`config.mk`:
```
export PLATFORM = sky130hd
export DESIGN_NAME = intr_moderator
export DESIGN_NICKNAME = d
export VERILOG_FILES = /design/src/rtl/intr_moderator.sv
export SDC_FILE = /design/constraint.sdc
export NUM_CORES = 1
export LEC_CHECK = 0
export BUFFER_PORTS_ARGS = -buffer_cell sky130_fd_sc_hd__buf_2
export CAP_MARGIN = 20
export CORE_ASPECT_RATIO = 0.5
export CORE_UTILIZATION = 48
export CTS_CLUSTER_DIAMETER = 30
export DETAILED_ROUTE_END_ITERATION = 10
export HOLD_SLACK_MARGIN = 0.05
export PLACE_DENSITY = 0.86
export RECOVER_POWER = 50
export SLEW_MARGIN = 40
export SYNTH_ARGS = -nofsm -noshare
export SYNTH_HDL_FRONTEND = slang
export SYNTH_SLANG_ARGS = --single-unit
```
`constraint.sdc`:
```
create_clock -name aclk -period 2.85 [get_ports aclk]
set_clock_uncertainty 0.15 [all_clocks]
set_input_delay 0.4275 -clock aclk [delete_from_list [all_inputs] [get_ports aclk]]
set_output_delay 0.4275 -clock aclk [all_outputs]
set_load 0.05 [all_outputs]
```
`src/rtl/intr_moderator.sv`:
```
`default_nettype none
// intr_moderator: read-to-clear cause register, mask register and interval throttle
// driving a level interrupt request. Rev 1.0

module intr_moderator #(
  parameter int NUM_CAUSES = 16,
  parameter int TICK_DIV   = 256,
  parameter int CNT_BITS   = 16
) (
  input  logic                  aclk,
  input  logic                  aresetn,
  input  logic [NUM_CAUSES-1:0] cause_pulse,
  input  logic                  ics_wr,
  input  logic [NUM_CAUSES-1:0] ics_data,
  input  logic                  icr_rd,
  output logic [NUM_CAUSES-1:0] icr_value,
  input  logic                  ims_wr,
  input  logic [NUM_CAUSES-1:0] ims_data,
  input  logic                  imc_wr,
  input  logic [NUM_CAUSES-1:0] imc_data,
  output logic [NUM_CAUSES-1:0] ims_value,
  input  logic [CNT_BITS-1:0]   itr_interval,
  output logic                  intr_request
);

  localparam int              PRE_W     = (TICK_DIV > 2) ? $clog2(TICK_DIV) : 1;
  localparam logic [PRE_W-1:0] C_PRE_MAX = PRE_W'(TICK_DIV - 1);

  typedef enum logic [1:0] {
    S_IDLE     = 2'd0,
    S_ASSERTED = 2'd1,
    S_HOLDOFF  = 2'd2
  } state_t;

  state_t                r_state;
  state_t                w_next_state;
  logic [NUM_CAUSES-1:0] r_icr;
  logic [NUM_CAUSES-1:0] r_ims;
  logic [CNT_BITS-1:0]   r_cnt;
  logic [PRE_W-1:0]      r_pre;
  logic                  r_intr;
  logic                  w_pending;
  logic                  w_load;
  logic                  w_wrap;

  assign w_pending    = |(r_icr & r_ims);
  assign w_wrap       = (r_pre == C_PRE_MAX);
  assign icr_value    = r_icr;
  assign ims_value    = r_ims;
  assign intr_request = r_intr;

  // Set wins over read-clear so an event coinciding with the host read is not lost.
  always_ff @(posedge aclk or negedge aresetn) begin
    if (!aresetn) begin
      r_icr <= '0;
      r_ims <= '0;
    end else begin
      r_icr <= (icr_rd ? '0 : r_icr) | cause_pulse | (ics_wr ? ics_data : '0);
      r_ims <= (r_ims | (ims_wr ? ims_data : '0)) & ~(imc_wr ? imc_data : '0);
    end
  end

  always_comb begin
    w_next_state = r_state;
    w_load       = 1'b0;
    unique case (r_state)
      S_IDLE: begin
        if (w_pending) begin
          w_next_state = S_ASSERTED;
          w_load       = 1'b1;
        end
      end
      S_ASSERTED: begin
        if (!w_pending) begin
          w_next_state = (r_cnt == '0) ? S_IDLE : S_HOLDOFF;
        end
      end
      S_HOLDOFF: begin
        if (r_cnt == '0) begin
          w_next_state = S_IDLE;
        end
      end
      default: w_next_state = S_IDLE;
    endcase
  end

  always_ff @(posedge aclk or negedge aresetn) begin
    if (!aresetn) begin
      r_state <= S_IDLE;
      r_intr  <= 1'b0;
    end else begin
      r_state <= w_next_state;
      r_intr  <= (w_next_state == S_ASSERTED);
    end
  end

  // Interval is captured only on window entry; the counter saturates at zero.
  always_ff @(posedge aclk or negedge aresetn) begin
    if (!aresetn) begin
      r_cnt <= '0;
      r_pre <= '0;
    end else if (w_load) begin
      r_cnt <= itr_interval;
      r_pre <= '0;
    end else if (r_state != S_IDLE) begin
      r_pre <= w_wrap ? '0 : r_pre + 1'b1;
      if (w_wrap && (r_cnt != '0)) begin
        r_cnt <= r_cnt - 1'b1;
      end
    end
  end

endmodule

`default_nettype wire

```
### Word level (Yosys, flattened, before mapping)

Cells that the tools add are included.

| word-level totals | value |
|---|---|
| bits in registers | 59 |
| bits of input ports | 86 |
| output and inout bits | 33 |
| logic and storage cells | 44 |

| cells by class | value |
|---|---|
| add/subtract/negate cells | 2 |
| eq/ne operators | 4 |
| mux-type cells | 17 |
| bitwise logic cells | 6 |
| reduce and logical (&&, ||, !) cells | 9 |

Operators with widths:

| operator | count |
|---|---|
| $mux 16 | 7 |
| $or 16x16->16 | 3 |
| $and 16x16->16 | 2 |
| $mux 8 | 3 |
| $logic_not 16->1 | 1 |
| $not 16->16 | 1 |
| $reduce_bool 16->1 | 1 |
| $reduce_or 16->1 | 1 |
| $sub 16x1->16 const B | 1 |
| $add 8x1->8 const B | 1 |
| $eq 8x8->1 const B | 1 |
| $mux 2 | 4 |
| $pmux 2 s3 | 1 |
| $reduce_bool 2->1 | 3 |
| $eq 2x1->1 const B | 2 |
| $eq 2x2->1 const B | 1 |
| $logic_not 2->1 | 1 |
| $mux 1 | 2 |
| $reduce_and 2->1 | 1 |
| $logic_and 1x1->1 | 1 |

### Logic depth before layout (Yosys ltp)

Gate-level depths: netlist of the first run.

| logic depth | value |
|---|---|
| depth after elaboration | 6 |
| gate-level depth with buffers | 7 |
| mapped depth without buffers | 7 |

### Least setup slack after synthesis of the first run

OpenSTA, ideal clock, no wires.

| timing path | value |
|---|---|
| path type | reg-to-reg |
| from | register r_cnt[0] |
| to | register r_cnt[12] |
| library setup time | 0.125 ns |
| arrival time | 2.115 ns |
| data required time | 2.575 ns |
| slack | 0.460 ns |
| cell stages (with the launch flop) | 8 |
| path buffers | 0 |
| period minus slack after synthesis | 2.390 ns |
| cell sequence | dfrtp_1 > inv_1 > ha_1 > or4b_2 > nor4_4 > nor4b_1 > xor2_1 > mux2_2 |

| between the ends | value |
|---|---|
| word-level cells in the longest chain between the ends | 4 |
| elaborated cells on any way between the ends | 8 |
| those cells by class | add/sub (1); mux (3); reduce/logical (4) |

RTL lines:

| element | line | text |
|---|---|---|
| from (decl) | 39 | `logic [CNT_BITS-1:0] r_cnt;` |
| from (signal assigned) | 103 | `r_cnt <= itr_interval;` |
| from (signal assigned) | 108 | `r_cnt <= r_cnt - 1'b1;` |
| $sub 16x1->16 / $reduce_bool 16->1 (equally long branches) | 108, 107 |  |
| $mux 16 / $logic_and 1x1->1 (equally long branches) | 107 | `if (w_wrap && (r_cnt != '0)) begin` |
| $mux 16 / $reduce_bool 2->1 (equally long branches) | -- |  |
| $mux 16 / $reduce_and 2->1 (equally long branches) | -- |  |

Several ways; a longest one is shown, not always the timed one. The select of a mux whose other input is x is not followed.
A chain may end at the register's enable or synchronous reset.

### Worst setup path after layout of the first run

Ends and elaborated chain as after synthesis.

==> results of run 1 <==
==> state kept, by name, summed over array words and instances (netlist names) <==
| register | cells |
|---|---|
| icr_value | 16 |
| ims_value | 16 |
| r_cnt | 16 |
| r_pre | 8 |
| r_state | 2 |
| intr_request | 1 |
==> cell usage in the layout (no fill, tap or decap), types with 2 or more instances in the layout <==
| cell type | Yosys | layout |
|---|---|---|
| a22o_1 | 5 | 5 |
| nor4_4 | 2 | 2 |
| and3_1 | 2 | 2 |
| or4b_2 | 2 | 2 |
| a221o_1 | 16 | 16 |
| clkbuf_16 | 0 | 9 |
| o2bb2ai_1 | 2 | 2 |
| dfrtp_1 | 59 | 59 |
| a21oi_1 | 36 | 36 |
| nor2_1 | 13 | 13 |
| mux2i_1 | 3 | 3 |
| buf_2 | 1 | 116 |
| nor4_1 | 6 | 6 |
| a31oi_1 | 2 | 2 |
| nand4_1 | 3 | 3 |
| o21ai_0 | 6 | 6 |
| nor3_1 | 7 | 7 |
| nand3_1 | 5 | 5 |
| or3_1 | 4 | 4 |
| clkinvlp_4 | 0 | 2 |
| a221oi_1 | 4 | 4 |
| mux2_2 | 13 | 13 |
| ha_1 | 2 | 2 |
| or2_2 | 2 | 2 |
| nand2_1 | 7 | 7 |
| clkbuf_1 | 10 | 5 |
| inv_1 | 6 | 6 |
| nor3b_1 | 4 | 4 |
| xor2_1 | 12 | 12 |
==> area by class of cell <==
class / count / area (µm²) / area share (%)
Sequential cell: 59 / 1480 / 39.1
Multi-Input combinational cell: 177 / 1270 / 33.8
Timing Repair Buffer: 122 / 614 / 16.3
Clock buffer: 12 / 246 / 6.53
Tap cell: 73 / 91.3 / 2.42
Clock inverter: 4 / 50.0 / 1.33
Inverter: 6 / 22.5 / 0.596
==> power by group <==
part / switching [mW] / internal (mW)
logic: 0.402 / 0.308
registers: 0.219 / 1.02
clock network: 0.360 / 0.698
==> final timing paths <==
check	endpoint	slack [ps]	depth (start not counted)
worst max-delay path	r_cnt[12]	200	7
worst min-delay path	ims_value[1]	130	2
worst max register to register	r_cnt[12]	200	7
worst min register to register	r_pre[7]	340	1
max in group asynchronous	ims_value[7]	600	3
min in group asynchronous	r_state[1]	530	2
==> cells by family (layout without fill, tap and decap cells) <==
| kind of cell | after synthesis | in the layout |
|---|---|---|
| buffers and inverters | 18 | 144 |
| flip-flops | 59 | 59 |
| adder cells (fa/ha/maj) | 2 | 2 |
| AO/OA/AOI/OAI | 78 | 78 |
| AND/OR/NAND/NOR | 68 | 68 |
| XOR/XNOR | 13 | 13 |
| multiplexers | 16 | 16 |
==> routing by layer <==
layer	vias up	wire (µm)	GRT usage (%)
met5	-	0	0
met3	9	406	8.10
met4	0	68	8.00
met1	1300	3140	31.5
met2	104	3900	46.1
li1	1224	-	-
==> critical path: stages (launching register included) <==
cell	delay, ps
dfrtp_1	410
inv_1	80
ha_1	180
or4b_2	640
nor4_4	450
nor4b_1	160
xor2_1	180
mux2_2	290
==> what timing repair did <==
item                                    4_1_cts  5_1_grt
endpoints found under the setup margin        0        0
hold endpoints to repair                     12        0
hold buffers                                  1        0
==> stage by stage <==
step	hold WS, ps	area (µm²)	utilization, %
floorplan	-18.1	2830	-
global placement	189	3480	62.3
detailed placement	189	3480	62.3
CTS	117	3780	67.7
global route	121	3780	67.6
finish	126	3780	67.6
==> results_dict.tcl, run 1 <==
set metrics [dict create \
    status "completed" \
    cp_data_arrival_time_ps 2700 \
    synth_compound_area_share_pct 19.0 \
    synth_top_family_by_area "compound AO/OA/AOI/OAI gates" \
    synth_fa_ha_area_share_pct 0.885 \
    synthArstFlopShare_pct 100 \
    synth_ff_type "dfrtp_1" \
    design.die.area_um2 6220 \
    grt-ovfl-total 0 \
    fillers 425 \
    setup_tns_ps 0 \
    hold_start "imc_data[1]" \
    dp.cells 436 \
    drtAntennaViolNets 0 \
    drv_slew 0 \
    routabilityCongestion 0.865 \
    p_total_mw 3.01 \
    syn_nets 342 \
    synth_cells 254 \
    yosysMostFrequentCell "dfrtp_1" \
    worst-endpoint-required_ps 2900 \
    wl_per_cell_um 16.6 \
    startpoint "r_cnt[0]" \
    clk_latency_ps 320 \
    cts_buffer_depth 2 \
    vias 2637 \
    dr.pass1.iters 4 \
    root_buffer "clkbuf_16" \
    syn_to_final_growth_pct 33.5 \
    grt_pass1_wl_um 12700 \
    synthTopCellsByCount "dfrtp_1, a21oi_1, a221o_1" \
    track_usage_pct 26.3 \
    p_leak_nw 1.73 \
    max_cap_violations 0 \
    drc_errors 0 \
    synth_top_area_cell "dfrtp_1" \
    fmax_mhz 377 \
    slew_headroom_pct 28.8 \
    ys_types 47 \
    place_ws_ps 222 \
    grt_pass1_vias 2677 \
    drive_above_1_share_pct 41.3 \
    ys_warn_count 0 \
    routed_wl_um 7520 \
    io_pins 119 \
    yosys.area.top_type_share_pct 52.2 \
    setup_ws_ps 199 \
    die_h_um 56.3 \
    p_per_area_nw_per_um2 796 \
    timing.rr.start "r_cnt[0]" \
    cts_tree "done" \
    instances_no_fill 453 \
    grt_setup_unrepaired "no" \
    clk_pin_slew_ps 50 \
    coreArea_um2 5590 \
    via_per_inst 5.82 \
    dp_hpwl_um 5500 \
    ys_ff_latch 59 \
    post_cts_buffers 0 \
    synthMuxAreaShare_pct 6.24 \
    post-route-min-period_ps 2650 \
    cts.sinks 59 \
    synth-simple-area-share_pct 14.9 \
    post_cts_resized 0 \
    startpoint_type "flip-flop" \
    layout.nets 463 \
    hold_path.class "in -> reg" \
    drtIter0Drc 125 \
    worst_slew_pin_slew_ps 1070 \
    end_kind "flip-flop" \
    yosysSeqAreaShare_pct 52.2 \
    netlist_area_um2 2830 \
    crit_fanout 8 \
    port_buffers 118 \
    setup_violations 0 \
    post-route-period-util_pct 93.0 \
    synth_area_per_cell_um2 11.1 \
    grt_max_degree 28 \
    hold_viol_final 0 \
    antenna_found_initial 0 \
    die_w_um 111 \
    synth-xor-area-share_pct 4.03 \
    cts_buffers 9 \
    cts_max_level 3 \
    synthTopCellsByArea "dfrtp_1, a21oi_1, a221o_1, mux2_2, xor2_1" \
    antennaDiodeCount 0 \
    critical_path_class "reg -> reg" \
    ir_drop_uv 392 \
    initial_core_util_pct 50.6 \
    synth_edf_count 0 \
    rows 19 \
]
No activity file was read; power rests on OpenSTA's default activity.
==> run 2, diff against run 1 <==
- CORE_UTILIZATION: 48 -> 51
- PLACE_DENSITY: 0.86 -> 0.84
- clock period: 2.85 -> 3.39 ns (I/O delays scaled with it)
==> results_dict.tcl, run 2 (synthesized netlist as in run 1, its figures left out) <==
set metrics [dict create \
    status "completed" \
    wl_per_cell_um 17.5 \
    post_cts_buffers 0 \
    final_core_util_pct 71.6 \
    cts.sinks 59 \
    crit_fanout 7 \
    rows 18 \
    end_kind "flip-flop" \
    setup_violations 0 \
    max_cap_violations 0 \
    clk_pin_slew_ps 70 \
    setup_ws_ps 776 \
    grt_max_degree 26 \
    grt_pass1_wl_um 12400 \
    grt_pass1_vias 2588 \
    design.die.area_um2 5860 \
    drc_errors 0 \
    post_cts_resized 0 \
    die_w_um 107 \
    drtAntennaViolNets 0 \
    holdBufCountCts 1 \
    final_cell_mix "buf_2, dfrtp_1, a21oi_1" \
    drv_slew 0 \
    die_h_um 54.7 \
    post-route-period-util_pct 77.1 \
    ir_drop_uv 362 \
    worst-endpoint-required_ps 3460 \
    layout.nets 462 \
    slowest_delay_ps 640 \
    antenna_found_initial 0 \
    grt_setup_unrepaired "no" \
    cp_data_arrival_time_ps 2690 \
    routed_wl_um 7860 \
    worst_slew_pin_slew_ps 1330 \
    track_usage_pct 29.3 \
    cts_tree "done" \
    final_common_cell "buf_2" \
    setup_tns_ps 0 \
    slew_headroom_pct 11.3 \
    io_pins 119 \
    clk_latency_ps 340 \
    crit_chain "inv_1, ha_1, or4b_2, nor4_4, nor3_1, xor2_1, mux2_2" \
    routabilityCongestion 0.852 \
    startpoint_type "flip-flop" \
    p_total_mw 2.30 \
    via_per_inst 5.94 \
    p_leak_nw 1.68 \
    drive_above_1_share_pct 41.7 \
    cts_max_level 3 \
    syn_to_final_growth_pct 30.0 \
    initial_core_util_pct 55.1 \
    antennaDiodeCount 0 \
    cts_buffer_depth 2 \
    dp_hpwl_um 5700 \
    coreArea_um2 5130 \
    grt-ovfl-total 0 \
    slowest_stage "or4b_2" \
    drtIter0Drc 121 \
    p_per_area_nw_per_um2 627 \
    fmax_mhz 382 \
    critical_path_class "reg -> reg" \
    hold_viol_final 0 \
    root_buffer "clkbuf_8" \
    cts_buffers 9 \
    place_ws_ps 793 \
    dr.pass1.iters 4 \
    hold_path.class "in -> reg" \
    vias 2667 \
    post-route-min-period_ps 2610 \
    port_buffers 118 \
    fillers 383 \
]
[run 2: cell type report]
| class | instances | area, µm² | share of cell area (%) |
|---|---|---|---|
| repair buffers | 121 | 606 | 16.5 |
| inverters | 6 | 22.5 | 0.613 |
| clock inverters | 6 | 65.1 | 1.77 |
| flip-flops and latches | 59 | 1480 | 40.2 |
| well taps | 70 | 87.6 | 2.38 |
| clock buffers | 10 | 138 | 3.74 |
| multi-input cells | 177 | 1280 | 34.9 |
[run 2: metal layers]
layer | up-vias | track usage, % | wire (µm)
met5 | - | 0 | 0
met4 | 0 | 14.4 | 182
met1 | 1300 | 34.4 | 3170
met2 | 130 | 51.6 | 4020
met3 | 21 | 8.33 | 490
li1 | 1216 | - | -
[run 2: final timing paths]
path | from | endpoint | slack (ps) | depth (start not counted)
setup reg to reg | r_cnt[0] | r_cnt[7] | 780 | 7
hold / removal | imc_data[14] | ims_value[14] | 180 | 2
hold reg to reg | r_pre[7] | r_pre[7] | 350 | 1
max in group asynchronous | aresetn | ims_value[6] | 990 | 3
setup / recovery | r_cnt[0] | r_cnt[7] | 780 | 7
min in group asynchronous | aresetn | r_cnt[9] | 850 | 2
[run 2: per-stage QoR]
step / instance area [µm²] / hold WS [ps] / std cells
global route: 3680 / 154 / 449
CTS: 3680 / 164 / 449
global placement: 3470 / 315 / 432
detailed placement: 3470 / 346 / 432
finish: 3680 / 180 / 449
floorplan: 2830 / 62.9 / 254
[run 2: worst max-delay path, delay by kind of cell (launching register included)]
| family | cells | cell delay [ps] |
|---|---|---|
| buffers and inverters | 1 | 70 |
| flip-flops | 1 | 420 |
| adder cells (fa/ha/maj) | 1 | 190 |
| multiplexers | 1 | 280 |
| XOR/XNOR | 1 | 160 |
| AND/OR/NAND/NOR | 3 | 1240 |
[run 2: where the power goes]
part / leakage, nW / internal [mW] / total, mW / switching [mW]
registers: 0.677 / 0.856 / 1.04 / 0.189
clock network: 0.102 / 0.359 / 0.645 / 0.286
logic: 0.904 / 0.261 / 0.614 / 0.353
